[src/rtl/wb_rmw_seq_if.sv]
// Wishbone master/slave bundle for the read-modify-write sequencer.
// Signal names keep the master-side Wishbone naming (_o = driven by
// master, _i = driven by slave).
//   wb_adr_o  32      address
//   wb_dat_o  DATA_W  write data
//   wb_dat_i  DATA_W  read data
//   wb_we_o   1       write enable
//   wb_sel_o  DATA_W/8 byte selects
//   wb_cyc_o / wb_stb_o  cycle / strobe
//   wb_ack_i  1       slave acknowledge
interface wb_rmw_seq_if #(
  parameter int DATA_W = 32
);
  logic [31:0]         wb_adr_o;
  logic [DATA_W-1:0]   wb_dat_o;
  logic [DATA_W-1:0]   wb_dat_i;
  logic                wb_we_o;
  logic [DATA_W/8-1:0] wb_sel_o;
  logic                wb_cyc_o;
  logic                wb_stb_o;
  logic                wb_ack_i;

  modport master (
    output wb_adr_o, wb_dat_o, wb_we_o, wb_sel_o, wb_cyc_o, wb_stb_o,
    input  wb_dat_i, wb_ack_i
  );

  modport slave (
    input  wb_adr_o, wb_dat_o, wb_we_o, wb_sel_o, wb_cyc_o, wb_stb_o,
    output wb_dat_i, wb_ack_i
  );
endinterface

[src/rtl/wb_rmw_seq.sv]
// wb_rmw_seq: Wishbone read-modify-write sequencer.
// Each pass walks COUNT words starting at SRC_BASE (STRIDE bytes apart):
// read the word, write back word+INC to the same address, then write the
// original word to DST_BASE. Passes repeat while run is high, each
// preceded by a START_DLY idle window.
//
// Ports:
//   sys_clk    sole clock, rising edge
//   sys_rst_n  synchronous active-low reset
//   run        enable passes; low stops at the next pass boundary
//   wb         Wishbone master modport (wb_rmw_seq_if)
//   busy       high in every state except IDLE and ERR
//   pass_cnt   completed passes (wraps)
//   last_rd    most recent read data
//   err        sticky bus timeout flag
//
// Optional feature: define WB_RMW_SEQ_TIMEOUT_EN to enable the per-cycle
// ack timeout (TIMEOUT cycles -> ERR, held until reset). Without it err is
// tied low and the sequencer waits forever for ack.
module wb_rmw_seq #(
  parameter int          DATA_W    = 32,
  parameter logic [31:0] SRC_BASE  = 32'h0000_0000,
  parameter logic [31:0] DST_BASE  = 32'h6000_1004,
  parameter int          COUNT     = 1,
  parameter int          STRIDE    = 4,
  parameter int          INC       = 1,
  parameter int          START_DLY = 2,
  parameter int          TIMEOUT   = 1024
) (
  input  logic              sys_clk,
  input  logic              sys_rst_n,
  input  logic              run,
  wb_rmw_seq_if.master      wb,
  output logic              busy,
  output logic [15:0]       pass_cnt,
  output logic [DATA_W-1:0] last_rd,
  output logic              err
);

  typedef enum logic [2:0] {IDLE, DLY, RD, WB, MIR, NEXT, ERR} state_t;

  state_t            state, state_n;
  logic              cyc, we;
  logic [31:0]       adr;
  logic [DATA_W-1:0] dat, d;
  logic [15:0]       idx, idx_n;
  logic [7:0]        dly_cnt;
  logic              ack_ok, to_hit, last_word, launch_rd, launch_wr;

  // ack only counts inside an active cycle
  assign ack_ok    = cyc & wb.wb_ack_i;
  assign last_word = (idx == 16'(COUNT - 1));

  // RD launches on the edge that enters it; WB/MIR are entered on the edge
  // that drops the previous cycle, so they launch one cycle later, which
  // gives the mandatory idle bus cycle between transactions.
  assign launch_rd = (state_n == RD) && (state != RD);
  assign launch_wr = ((state == WB) || (state == MIR)) && !cyc;

  always_comb begin
    idx_n = idx;
    if (state == NEXT) idx_n = last_word ? 16'd0 : idx + 16'd1;
  end

  always_comb begin
    state_n = state;
    case (state)
      IDLE: if (run) state_n = DLY;
      // dwell START_DLY+1 cycles; START_DLY=0 is a single transit cycle
      DLY:  if (dly_cnt == 8'(START_DLY)) state_n = RD;
      RD:   if (to_hit) state_n = ERR; else if (ack_ok) state_n = WB;
      WB:   if (to_hit) state_n = ERR; else if (ack_ok) state_n = MIR;
      MIR:  if (to_hit) state_n = ERR; else if (ack_ok) state_n = NEXT;
      NEXT: if (!last_word) state_n = RD;
            else            state_n = run ? DLY : IDLE;
      ERR:  state_n = ERR;
      default: state_n = IDLE;
    endcase
  end

  always_ff @(posedge sys_clk) begin
    if (!sys_rst_n) state <= IDLE;
    else            state <= state_n;
  end

  always_ff @(posedge sys_clk) begin
    if (!sys_rst_n) begin
      cyc      <= 1'b0;
      we       <= 1'b0;
      adr      <= '0;
      dat      <= '0;
      d        <= '0;
      idx      <= '0;
      dly_cnt  <= '0;
      pass_cnt <= '0;
      last_rd  <= '0;
    end else begin
      dly_cnt <= (state == DLY) ? dly_cnt + 8'd1 : 8'd0;
      idx     <= idx_n;
      // address/data/we only change at launch, so they stay stable for the
      // whole cycle; WB reuses the address left by RD
      if (launch_rd) begin
        cyc <= 1'b1;
        we  <= 1'b0;
        adr <= SRC_BASE + 32'(idx_n) * 32'(STRIDE);
      end else if (launch_wr) begin
        cyc <= 1'b1;
        we  <= 1'b1;
        if (state == WB) begin
          dat <= d + DATA_W'(INC);
        end else begin
          adr <= DST_BASE;
          dat <= d;
        end
      end else if (ack_ok || to_hit) begin
        cyc <= 1'b0;
      end
      if ((state == RD) && ack_ok) begin
        d       <= wb.wb_dat_i;
        last_rd <= wb.wb_dat_i;
      end
      if ((state == NEXT) && last_word) pass_cnt <= pass_cnt + 16'd1;
    end
  end

`ifdef WB_RMW_SEQ_TIMEOUT_EN
  logic [31:0] to_cnt;
  logic        err_q;

  // cyc stays high for exactly TIMEOUT cycles before being abandoned
  assign to_hit = cyc && !wb.wb_ack_i && (to_cnt == 32'(TIMEOUT - 1));

  always_ff @(posedge sys_clk) begin
    if (!sys_rst_n) begin
      to_cnt <= '0;
      err_q  <= 1'b0;
    end else begin
      if (!cyc || wb.wb_ack_i) to_cnt <= '0;
      else                     to_cnt <= to_cnt + 32'd1;
      if (to_hit) err_q <= 1'b1;
    end
  end

  assign err = err_q;
`else
  logic unused_timeout;
  assign unused_timeout = (TIMEOUT > 0);
  assign to_hit = 1'b0;
  assign err    = 1'b0;
`endif

  assign busy        = (state != IDLE) && (state != ERR);
  assign wb.wb_cyc_o = cyc;
  assign wb.wb_stb_o = cyc;
  assign wb.wb_adr_o = adr;
  assign wb.wb_dat_o = dat;
  assign wb.wb_we_o  = we;
  assign wb.wb_sel_o = '1;

endmodule

[src/flat_wrapper.sv]
// flat-port wrapper written by rule: the top's interface ports become plain ports
module wb_rmw_seq_flat 
#(
  parameter int          DATA_W    = 32,
  parameter logic [31:0] SRC_BASE  = 32'h0000_0000,
  parameter logic [31:0] DST_BASE  = 32'h6000_1004,
  parameter int          COUNT     = 1,
  parameter int          STRIDE    = 4,
  parameter int          INC       = 1,
  parameter int          START_DLY = 2,
  parameter int          TIMEOUT   = 1024
)
  (sys_clk, sys_rst_n, run, busy, pass_cnt, last_rd, err, wb_wb_adr_o, wb_wb_dat_o, wb_wb_we_o, wb_wb_sel_o, wb_wb_cyc_o, wb_wb_stb_o, wb_wb_dat_i, wb_wb_ack_i);
  wb_rmw_seq_if #(.DATA_W(DATA_W)) wb_i ();
  input  logic sys_clk;
  input  logic sys_rst_n;
  input  logic run;
  output logic busy;
  output logic [15:0] pass_cnt;
  output logic [DATA_W-1:0] last_rd;
  output logic err;
  output wire logic [$bits(wb_i.wb_adr_o)-1:0] wb_wb_adr_o;
  output wire logic [$bits(wb_i.wb_dat_o)-1:0] wb_wb_dat_o;
  output wire logic [$bits(wb_i.wb_we_o)-1:0] wb_wb_we_o;
  output wire logic [$bits(wb_i.wb_sel_o)-1:0] wb_wb_sel_o;
  output wire logic [$bits(wb_i.wb_cyc_o)-1:0] wb_wb_cyc_o;
  output wire logic [$bits(wb_i.wb_stb_o)-1:0] wb_wb_stb_o;
  input wire logic [$bits(wb_i.wb_dat_i)-1:0] wb_wb_dat_i;
  input wire logic [$bits(wb_i.wb_ack_i)-1:0] wb_wb_ack_i;
  assign wb_wb_adr_o = wb_i.wb_adr_o;
  assign wb_wb_dat_o = wb_i.wb_dat_o;
  assign wb_wb_we_o = wb_i.wb_we_o;
  assign wb_wb_sel_o = wb_i.wb_sel_o;
  assign wb_wb_cyc_o = wb_i.wb_cyc_o;
  assign wb_wb_stb_o = wb_i.wb_stb_o;
  assign wb_i.wb_dat_i = wb_wb_dat_i;
  assign wb_i.wb_ack_i = wb_wb_ack_i;
  wb_rmw_seq #(.DATA_W(DATA_W), .SRC_BASE(SRC_BASE), .DST_BASE(DST_BASE), .COUNT(COUNT), .STRIDE(STRIDE), .INC(INC), .START_DLY(START_DLY), .TIMEOUT(TIMEOUT)) u_core (.sys_clk(sys_clk), .sys_rst_n(sys_rst_n), .run(run), .wb(wb_i), .busy(busy), .pass_cnt(pass_cnt), .last_rd(last_rd), .err(err));
endmodule
[config.mk]
export PLATFORM = sky130hd
export DESIGN_NAME = wb_rmw_seq_flat
export DESIGN_NICKNAME = d
export VERILOG_FILES = /design/src/rtl/wb_rmw_seq_if.sv /design/src/rtl/wb_rmw_seq.sv /design/src/flat_wrapper.sv
export SDC_FILE = /design/constraint.sdc
export NUM_CORES = 1
export LEC_CHECK = 0
export CAP_MARGIN = 10
export CORE_MARGIN = 2
export CORE_UTILIZATION = 47
export CTS_BUF_LIST = sky130_fd_sc_hd__clkbuf_4 sky130_fd_sc_hd__clkbuf_8
export DETAILED_ROUTE_END_ITERATION = 6
export GPL_ROUTABILITY_DRIVEN = 1
export PLACE_DENSITY_LB_ADDON = 0.3
export SYNTH_ARGS = -nofsm -noshare
export SYNTH_HDL_FRONTEND = slang
export SYNTH_SLANG_ARGS = --single-unit
[constraint.sdc]
create_clock -name sys_clk -period 2.8 [get_ports sys_clk]
set_clock_uncertainty 0.2 [all_clocks]
set_input_delay 0.56 -clock sys_clk [delete_from_list [all_inputs] [get_ports sys_clk]]
set_output_delay 0.56 -clock sys_clk [all_outputs]
set_load 0.01 [all_outputs]
==> reports/qor.csv <==
stage,metric,value,unit
outcome,outcome,"complete, no violations",
clocking,Max H-tree Level,4,
detailed_routing,1st-iter DRT viols,156,
die,num ports,157,
sta,Max Freq,377,MHz
worst_setup_path,Worst path slowest cell,dfxtp_1,
clocking,clk_lat worst skew,440,ps
global_route,global route overflow,0,
placed_design,Port Buffer Count,137,
layout,Finished Cell Area,7730,um^2
logic_synthesis,Ys Warns,0,
clocking,Clock Pin Slew Worst Setup and Hold Paths,70,ps
global_route,routing usage on met2,0.357,
logic_synthesis,post-synthesis sequential area ratio,0.434,
global_route,first-pass GRT wire length,23000,um
worst_setup_path,Crit path largest cell delay,580,ps
layout,Synth-to-Final Area Change,33.0,%
detailed_routing,drt first pass iters,4,
clocking,Post-CTS Hold Fix Bufs,0,
die,Die Wd,115,um
layout,fraction of layout cells with a size suffix above 1,0.0833,
sta,"Hold Vio Cnt, Final",0,
clocking,Root Buffer,clkbuf_8,
logic_synthesis,top post-synthesis cells by area,"dfxtp_1 (43%), nand2_1 (6.5%), xor2_1 (5.0%)",
clocking,PostCTS Resize Cnt,0,
sta,Rel. slew slack,0.580,
logic_synthesis,post-synthesis cell count,670,
layout,diode count,0,
sta,final number of setup-violating endpoints,0,
detailed_routing,Routed Antenna Nets,0,
worst_setup_path,Worst EP arrival,1890,ps
sta,final setup TNS,0,ps
layout,"commonest non-fill, non-tap cell in the layout",clkdlybuf4s50_1,
die,# rows,40,
detailed_routing,drt via density,5.03,
worst_setup_path,CP cell instances,inv_1 > nand2_1 > clkdlybuf4s50_1,
worst_setup_path,Worst EP required,2040,ps
logic_synthesis,top cell type's share of synthesized area,0.434,
logic_synthesis,top cell type by total area after synthesis,dfxtp_1,
sta,Final Cycle Share,0.947,
logic_synthesis,Synth Register Bits,126,
global_route,largest net degree at the start of global routing,66,
global_route,initial antenna violation count,0,
pwr,PD cells,469,nW/um^2
die,full die area,13300,um^2
die,core area,12100,um^2
detailed_routing,total number of vias,4954,
clocking,Clock Sink Count,126,
die,Starting Density,0.482,
die,die height,115,um
placed_design,hpwl dp,9840,um
clocking,post-CTS setup buffer count,0,
detailed_routing,Post-route DRC,0,
sta,RSZ-0062 raised after global routing,no,
clocking,CTS tree,built,
detailed_routing,total wire length,14000,um
global_route,total track usage,0.218,
placed_design,RePlAce Congestion,0.813,
global_route,GR peak layer,met2,
sta,Worst-Margin Slew,624,ps
logic_synthesis,cell area after synthesis,5810,um^2
clocking,CTS Buffer Depth,2,
logic_synthesis,"Primary FF master, synth",dfxtp_1,
worst_setup_path,Critical Path Sink Type,output pin,
placed_design,post-place instance area,7310,um^2
worst_setup_path,nature of the critical path startpoint,flip-flop,
detailed_routing,wire length per cell,14.2,um
global_route,M3 GR Usage,0.100,
sta,min Tclk post-route,2650,ps
logic_synthesis,Yosys cell types,47,
global_route,number of global-route vias before repair,4783,
logic_synthesis,Post-synth EDFFs,0,
pwr,Pleak,2.87,nW
layout,final net count,845,
layout,most frequent cells in the layout,"clkdlybuf4s50_1 (136), dfxtp_1 (126), nand2_1 (101), nor2_1 (50), a21boi_0 (35)",
pwr,Peak VDD IR,0.000347,V
logic_synthesis,Mapped Avg Cell Area,8.68,um^2
hold_path,HP Class,reg -> reg,
worst_setup_path,crit path kind,reg -> out,
global_route,met1 Use GR,0.259,
job,max_cap viols,0,
clocking,Num CTS Buffers,17,
logic_synthesis,ys async rst share,0,
worst_setup_path,Crit Path Max Fanout,12,
sta,Slew Limit Fails,0,
## critical path: cells and delay by family (launching register included)
family        cells  cell delay, ps
buf+inv           2             740
flops             1             580
simple gates      1             140
## path summary, 6_finish.rpt
kind                                     start                         endpoint  slack, ps  cells past startpoint
setup / recovery    u_core.state[0]$_SDFF_PN0_                             busy        150                      3
setup reg to reg      u_core.idx[0]$_SDFF_PN0_  u_core.pass_cnt[9]$_SDFFE_PN0P_        270                      7
hold / removal    u_core.dly_cnt[0]$_SDFF_PN0_     u_core.dly_cnt[0]$_SDFF_PN0_        270                      1
hold reg to reg   u_core.dly_cnt[0]$_SDFF_PN0_     u_core.dly_cnt[0]$_SDFF_PN0_        270                      1
## per-layer routing
layer | part of all wire | vias up
li1 | - | 2485
met1 | 0.42 | 2329
met2 | 0.49 | 127
met3 | 0.075 | 13
met4 | 0.011 | 0
met5 | 0 | -
## final cells by class
type                            instances  area [um^2]
Fill cell                             958         4330
Multi-Input combinational cell        488         3000
Sequential cell                       126         2520
Timing Repair Buffer                  150         1500
Clock buffer                           21          277
Tap cell                              168          210
Clock inverter                         11          140
Inverter                               20         75.1
## Yosys cell counts (4+ instances only)
cell	instances
and3_1	8
nor3_1	7
a21oi_1	22
nor3_2	4
buf_4	21
xnor2_1	30
nor4_1	7
buf_2	5
or3_1	5
xor2_1	33
nand2_1	101
nor2b_1	10
nor2_1	50
clkbuf_1	26
nand3_1	31
dfxtp_1	126
mux2_1	6
mux2_2	9
and4_1	5
ha_1	6
nand4_1	12
o21ai_0	29
o211a_1	14
a21boi_0	35
and2_1	22
inv_1	20
## cells by family after synthesis
| group | Yosys count | synth area share |
|---|---|---|
| simple gates | 276 | 0.238 |
| flops | 126 | 0.434 |
| compound gates | 108 | 0.125 |
| buf+inv | 73 | 0.0631 |
| xor+xnor | 63 | 0.0949 |
| mux | 16 | 0.0308 |
| fa+ha+maj | 6 | 0.0129 |
| other cells | 2 | 0.00129 |
## power by group
part	total (mW)	switching (mW)	internal, mW
sequential	1.81	0.0129	1.80
clock	1.64	0.701	0.941
combinational	0.168	0.0803	0.0877
## flip-flops by register name, indices dropped and copies added, names as in the netlist
register	flops
u_core.last_rd	32
u_core.wb.wb_dat_o	32
u_core.wb.wb_adr_o	17
u_core.idx	16
u_core.pass_cnt	16
u_core.dly_cnt	8
u_core.state	3
u_core.wb.wb_cyc_o	1
u_core.wb.wb_we_o	1
## per-stage QoR
| step | setup WS (ps) | power, mW | util | hold slack, ps | cells |
|---|---|---|---|---|---|
| after floorplan | 377 | 1.95 | - | 226 | 687 |
| after global placement | 83.6 | 2.02 | 0.606 | 239 | 952 |
| after detailed placement | 14.7 | 2.02 | 0.606 | 257 | 952 |
| after CTS | 130 | 3.66 | 0.641 | 278 | 984 |
| after global routing | 40.9 | 3.76 | 0.641 | 315 | 984 |
| final | 149 | 3.62 | 0.641 | 268 | 984 |
(Power assumes the default switching activity.)
